<file path="src/rtl/clock_pkg.sv">
// Shared types and constants for the clock setting controller.
package clock_pkg;

  localparam int HOUR_W = 5;
  localparam int MIN_W  = 6;
  localparam int SEC_W  = 6;

  localparam logic [HOUR_W-1:0] MAX_HOUR = 5'd23;
  localparam logic [MIN_W-1:0]  MAX_MIN  = 6'd59;

  // Encoding is exported on the mode output, so keep values stable.
  typedef enum logic [2:0] {
    RUN     = 3'd0,
    SET_HR  = 3'd1,
    SET_MIN = 3'd2,
    ALM_HR  = 3'd3,
    ALM_MIN = 3'd4
  } state_e;

  // Hour increment with 23 -> 0 wrap.
  function automatic logic [HOUR_W-1:0] inc_hour(input logic [HOUR_W-1:0] h);
    return (h >= MAX_HOUR) ? '0 : h + HOUR_W'(1);
  endfunction

  // Minute increment with 59 -> 0 wrap.
  function automatic logic [MIN_W-1:0] inc_min(input logic [MIN_W-1:0] m);
    return (m >= MAX_MIN) ? '0 : m + MIN_W'(1);
  endfunction

endpackage

</file>
<file path="src/rtl/idle_timer.sv">
// Counts tick pulses while enabled; flags the tick that reaches LIMIT.
// Disabling or clearing returns the count to zero.
module idle_timer #(
  parameter int unsigned LIMIT = 30
) (
  input  logic clk,
  input  logic reset,
  input  logic en_i,
  input  logic clr_i,
  input  logic tick_i,
  output logic expire_o
);

  localparam int unsigned W = (LIMIT > 2) ? $clog2(LIMIT) : 1;
  localparam logic [W-1:0] LAST = W'(LIMIT - 1);

  logic [W-1:0] count_q;

  // expire_o is the terminal tick itself, so the owner acts on the same edge.
  assign expire_o = en_i && !clr_i && tick_i && (count_q == LAST);

  // Tick counter; restarts after expiry, on clear, or while disabled.
  always_ff @(posedge clk or posedge reset) begin
    if (reset) begin
      count_q <= '0;
    end else if (!en_i || clr_i || expire_o) begin
      count_q <= '0;
    end else if (tick_i) begin
      count_q <= count_q + W'(1);
    end
  end

endmodule

</file>
<file path="src/rtl/clock_set_ctrl.sv">
// Button-driven time/alarm setting controller with alarm ring detection.
// Next-state logic is computed in one combinational block; every output
// comes straight from a register.
module clock_set_ctrl
  import clock_pkg::*;
#(
  parameter int unsigned TIMEOUT_S = 30,
  parameter int unsigned RING_S    = 60
) (
  input  logic              clk,
  input  logic              reset,
  input  logic              sec_pulse,
  input  logic              btn_mode,
  input  logic              btn_inc,
  input  logic [HOUR_W-1:0] cur_hours,
  input  logic [MIN_W-1:0]  cur_minutes,
  input  logic [SEC_W-1:0]  cur_seconds,
  output logic              load,
  output logic [HOUR_W-1:0] load_hours,
  output logic [MIN_W-1:0]  load_minutes,
  output logic [HOUR_W-1:0] disp_hours,
  output logic [MIN_W-1:0]  disp_minutes,
  output logic [2:0]        mode,
  output logic              blink,
  output logic              alarm_en,
  output logic              alarm_ring
);

  state_e            state_q, state_d;
  logic [HOUR_W-1:0] edit_h_q, edit_h_d;
  logic [MIN_W-1:0]  edit_m_q, edit_m_d;
  logic [HOUR_W-1:0] alarm_h_q, alarm_h_d;
  logic [MIN_W-1:0]  alarm_m_q, alarm_m_d;
  logic              alarm_en_q, alarm_en_d;
  logic              alarm_ring_q, alarm_ring_d;
  logic              match_prev_q;
  logic              blink_q, blink_d;
  logic              load_q, load_d;
  logic [HOUR_W-1:0] load_h_q, load_h_d;
  logic [MIN_W-1:0]  load_m_q, load_m_d;
  logic [HOUR_W-1:0] disp_h_q, disp_h_d;
  logic [MIN_W-1:0]  disp_m_q, disp_m_d;

  logic btn_any;
  logic idle_expire;
  logic ring_expire;
  logic alarm_match;

  assign btn_any = btn_mode | btn_inc;

  // Seconds without a press, only counted while editing.
  idle_timer #(.LIMIT(TIMEOUT_S)) u_idle (
    .clk      (clk),
    .reset    (reset),
    .en_i     (state_q != RUN),
    .clr_i    (btn_any),
    .tick_i   (sec_pulse),
    .expire_o (idle_expire)
  );

  // Seconds spent ringing, for the self-clear.
  idle_timer #(.LIMIT(RING_S)) u_ring (
    .clk      (clk),
    .reset    (reset),
    .en_i     (alarm_ring_q),
    .clr_i    (1'b0),
    .tick_i   (sec_pulse),
    .expire_o (ring_expire)
  );

  assign alarm_match = alarm_en_q && (cur_hours == alarm_h_q) &&
                       (cur_minutes == alarm_m_q) && (cur_seconds == '0);

  // Next-state and next-output computation.
  always_comb begin
    state_d      = state_q;
    edit_h_d     = edit_h_q;
    edit_m_d     = edit_m_q;
    alarm_h_d    = alarm_h_q;
    alarm_m_d    = alarm_m_q;
    alarm_en_d   = alarm_en_q;
    alarm_ring_d = alarm_ring_q;
    load_d       = 1'b0;
    load_h_d     = load_h_q;
    load_m_d     = load_m_q;
    blink_d      = blink_q;

    if (alarm_ring_q && btn_any) begin
      // A press while ringing only silences the alarm.
      alarm_ring_d = 1'b0;
    end else if (btn_mode) begin
      // Mode has priority over a simultaneous increment.
      case (state_q)
        RUN: begin
          state_d  = SET_HR;
          edit_h_d = cur_hours;
          edit_m_d = cur_minutes;
        end
        SET_HR:  state_d = SET_MIN;
        SET_MIN: begin
          load_d   = 1'b1;
          load_h_d = edit_h_q;
          load_m_d = edit_m_q;
          state_d  = ALM_HR;
          edit_h_d = alarm_h_q;
          edit_m_d = alarm_m_q;
        end
        ALM_HR:  state_d = ALM_MIN;
        ALM_MIN: begin
          alarm_h_d  = edit_h_q;
          alarm_m_d  = edit_m_q;
          alarm_en_d = 1'b1;
          state_d    = RUN;
        end
        default: state_d = RUN;
      endcase
    end else if (btn_inc) begin
      case (state_q)
        RUN:             alarm_en_d = ~alarm_en_q;
        SET_HR, ALM_HR:  edit_h_d   = inc_hour(edit_h_q);
        SET_MIN, ALM_MIN: edit_m_d  = inc_min(edit_m_q);
        default:         state_d    = RUN;
      endcase
    end else if (idle_expire) begin
      // Abandon the edit: nothing is loaded or written.
      state_d = RUN;
    end

    if (alarm_ring_q && ring_expire) begin
      alarm_ring_d = 1'b0;
    end
    if (alarm_match && !match_prev_q) begin
      alarm_ring_d = 1'b1;
    end

    if (state_d == RUN) begin
      blink_d = 1'b0;
    end else if (state_d != state_q) begin
      blink_d = 1'b1;
    end else if (sec_pulse) begin
      blink_d = ~blink_q;
    end

    disp_h_d = (state_d == RUN) ? cur_hours   : edit_h_d;
    disp_m_d = (state_d == RUN) ? cur_minutes : edit_m_d;
  end

  // State and output registers.
  always_ff @(posedge clk or posedge reset) begin
    if (reset) begin
      state_q      <= RUN;
      edit_h_q     <= '0;
      edit_m_q     <= '0;
      alarm_h_q    <= '0;
      alarm_m_q    <= '0;
      alarm_en_q   <= 1'b0;
      alarm_ring_q <= 1'b0;
      match_prev_q <= 1'b0;
      blink_q      <= 1'b0;
      load_q       <= 1'b0;
      load_h_q     <= '0;
      load_m_q     <= '0;
      disp_h_q     <= '0;
      disp_m_q     <= '0;
    end else begin
      state_q      <= state_d;
      edit_h_q     <= edit_h_d;
      edit_m_q     <= edit_m_d;
      alarm_h_q    <= alarm_h_d;
      alarm_m_q    <= alarm_m_d;
      alarm_en_q   <= alarm_en_d;
      alarm_ring_q <= alarm_ring_d;
      match_prev_q <= alarm_match;
      blink_q      <= blink_d;
      load_q       <= load_d;
      load_h_q     <= load_h_d;
      load_m_q     <= load_m_d;
      disp_h_q     <= disp_h_d;
      disp_m_q     <= disp_m_d;
    end
  end

  assign mode         = state_q;
  assign load         = load_q;
  assign load_hours   = load_h_q;
  assign load_minutes = load_m_q;
  assign disp_hours   = disp_h_q;
  assign disp_minutes = disp_m_q;
  assign blink        = blink_q;
  assign alarm_en     = alarm_en_q;
  assign alarm_ring   = alarm_ring_q;

endmodule

</file>
<file path="config.mk">
export PLATFORM = sky130hd
export DESIGN_NAME = clock_set_ctrl
export DESIGN_NICKNAME = d
export VERILOG_FILES = /design/src/rtl/clock_pkg.sv /design/src/rtl/idle_timer.sv /design/src/rtl/clock_set_ctrl.sv
export SDC_FILE = /design/constraint.sdc
export NUM_CORES = 1
export LEC_CHECK = 0
export ABC_AREA = 1
export CAP_MARGIN = 25
export CORE_ASPECT_RATIO = 0.9
export CORE_MARGIN = 5
export CORE_UTILIZATION = 29
export DETAILED_ROUTE_END_ITERATION = 8
export DONT_BUFFER_PORTS = 1
export PLACE_DENSITY = 0.52
export SLEW_MARGIN = 0
export SYNTH_ARGS = -nofsm -noshare
export SYNTH_HDL_FRONTEND = slang
export SYNTH_HIERARCHICAL = 1
export SYNTH_SLANG_ARGS = --single-unit
</file>
<file path="constraint.sdc">
create_clock -name clk -period 2.48 [get_ports clk]
set_clock_uncertainty 0.1 [all_clocks]
set_input_delay 0.62 -clock clk [delete_from_list [all_inputs] [get_ports clk]]
set_output_delay 0.62 -clock clk [all_outputs]
set_load 0.02 [all_outputs]
</file>
==> flow_summary.ini <==
[status]
outcome = finished clean

[setup_path]
crit_path_start_kind = register
critPathTopFamily = simple AND/OR/NAND/NOR gates
slowest_stage = dfrtp_1
crit_top_cell = nand2_1
path_buf_inv = 3
cp.arrival_ns = 2.24
cp.required_ns = 2.60
end_kind = register
max_stage_delay_ns = 0.44
crit_fanout = 7
worstPathCellList = ha_1, nand2_1, nor2_2, inv_2, nor2_1, inv_1, nand2_1, nand2_1, nand2_1, nand2_2, a21oi_2, nand3_1, buf_4, nand3_1, nand2_1
critPathKind = register to register

[synth]
synth_top_family_by_area = simple AND/OR/NAND/NOR gates
ys_ff_latch = 63
syn_avg_cell_area_um2 = 7.32
synth.area.top_cells = dfrtp_1, nand2_1, nand3_1
ys_warn_count = 6
synth_largest_area_cell = dfrtp_1
synth_cells = 505
synthAdderAreaFrac_pct = 1.69
synth.area.mux_share_pct = 0.271
synth_cell_types = 42
synth-compound-area-share_pct = 9.48
synth-simple-area-share_pct = 34.5
yosysSeqAreaShare_pct = 42.7
synth_area_um2 = 3690
yosysTopAreaCellShare_pct = 42.7
synth_xor_area_share_pct = 2.37

[sta]
hold_violations = 0
slew_headroom_pct = 56.5
setup_tns_ns = 0
finalCritPeriodShare_pct = 85.6
timing.final.ws_setup_ns = 0.357
max_freq_mhz = 471
setup_viol = 0
tightest_slew_ns = 0.652
rsz0062_at_grt = no
fin_crit_ns = 2.12
finalMaxSlewViolations = 0

[place]
place_area_um2 = 3900
place_ws_ns = 0.146
place_congestion = 0.844
hpwlAfterDp_um = 7970
portBuffers = 0

[clock_network]
htree_levels = 3
cts_made_buffers = 9
cts_max_path_buffers = 2
cts_tree = built
cts.sink_count = 63
path_clk_slew_ns = 0.05
clockRootBuffer = clkbuf_16
post_cts_resized = 0
clk_latency_ns = 0.33

[global_route]
grt_usage_pct = 14.5
grt_overflow = 0
grt_pass1_vias = 3042
grt_start_max_net_pins = 30
grt_pass1_wl_um = 16600
antenna_found_initial = 0

[detailed_routing]
drt_wl_total_um = 10300
ant_nets = 0
wl_met3_um = 814
drtIter0Drc = 297
post-route-drc-count = 0
vias = 3233
wl_per_cell_um = 15.0
top_layer_used = met4
met2_wirelength_um = 4650
viasPerCell = 4.72
wl_met1_um = 4640
drt_first_pass_iters = 5

[floorplan]
initial_core_util_pct = 29.3
die_area_um2 = 15100
rows = 39
die_w_um = 129
fp.coreArea_um2 = 12600
io_pins = 51
die_h_um = 117

[layout]
design_area_um2 = 4240
nNetsFinal = 543
mostFrequentLayoutCell = nand2_1
num_antenna_cells = 0
drive_gt1_share_pct = 12.1
area_growth_syn_to_layout_pct = 14.8
layout_common_cells = nand2_1, dfrtp_1, inv_1, nand3_1, nor2_1

[power_and_ir_drop]
p_leak_nw = 2.10
p_per_area_nw_per_um2 = 1120
sw_frac_of_total_pct = 42.4
p_comb_share_pct = 33.3
ir_worst_vdd_mv = 0.373
p_int_mw = 2.75
seqPwrFrac_pct = 40.3
p_sw_mw = 2.02
p_clk_share_pct = 26.5
total_power_mw = 4.77

[run]
max_cap_viol_count = 0

[worst_hold_path]
hold_class = input pin to asynchronous set/reset pin
[power groups by stage]
stage / registers (mW) / logic (mW) / clock network (mW)
after global placement: 1.94 / 1.55 / 0
after floorplan: 1.86 / 1.14 / 0
after global routing: 1.98 / 1.82 / 1.34
after CTS: 1.93 / 1.55 / 1.30
final: 1.92 / 1.59 / 1.26
after detailed placement: 1.94 / 1.55 / 0
[final cells by class]
cell class / instances / area, um^2
sequential: 63 / 1580
tap: 164 / 205
multi-input combinational: 365 / 1790
fill: 1342 / 8350
inverter: 65 / 249
timing repair buffer: 12 / 118
clock buffer: 10 / 239
clock inverter: 6 / 60.1
[cells by family (layout without fill, tap and decap cells)]
kind of cell	after synthesis	after routing
simple gates	288	288
buf+inv	78	93
flops	63	63
compound gates	59	59
xor+xnor	10	10
fa+ha+maj	5	5
other cells	1	2
mux	1	1
[synth_stat cells, drive strengths merged]
library cell,n
a21boi,4
a21oi,8
a22o,1
and2,1
and3b,1
buf,9
clkbuf,4
conb,1
dfrtp,63
ha,5
inv,65
mux2i,1
nand2,169
nand3,53
nand3b,3
nand4,6
nor2,45
nor3,6
nor3b,1
nor4,2
o2111ai,1
o211ai,1
o21ai,41
o21bai,1
o22ai,2
or2,1
xnor2,6
xor2,4
[state kept, by name, summed over array words and instances (netlist names)]
name,flops
load,1
alarm_en,1
alarm_ring,1
disp_minutes,6
blink,1
alarm_m_q,6
load_hours,5
alarm_h_q,5
u_idle/count_q,5
load_minutes,6
u_ring/count_q,6
mode,3
edit_m_q,6
edit_h_q,5
disp_hours,5
match_prev_q,1
[path summary, 6_finish.rpt]
path | startpoint | slack (ns) | end | cells after the start
max | u_idle/count_q[0] | 0.36 | disp_minutes[5] | 15
min | reset | 0.11 | blink | 1
max reg2reg | u_idle/count_q[0] | 0.36 | disp_minutes[5] | 15
min reg2reg | alarm_m_q[2] | 0.42 | alarm_m_q[2] | 2
max in group asynchronous | reset | 1.49 | u_ring/count_q[0] | 2
min in group clk | cur_minutes[1] | 0.32 | disp_minutes[1] | 2
[per-layer routing]
layer | up-vias | global-route usage [%]
met5 | - | 0
met4 | 0 | 4.97
met3 | 15 | 5.44
met2 | 78 | 22.5
met1 | 1506 | 18.8
li1 | 1634 | -
[metrics by stage]
stage	hold WS [ns]	cells	utilization, %
2_1_floorplan	0.299	506	-
3_3_place_gp	0.324	666	31.0
3_5_place_dp	0.329	666	31.0
4_1_cts	0.123	683	33.5
5_1_grt	0.154	685	33.7
6_report	0.113	685	33.7
[timing repair]
action,4_1_cts,5_1_grt
hold buffers,1,0
setup buffers,0,2
endpoints found under the setup margin,0,2
endpoints found under the hold margin,11,0
Note: power is estimated with default switching activity, not from simulation.
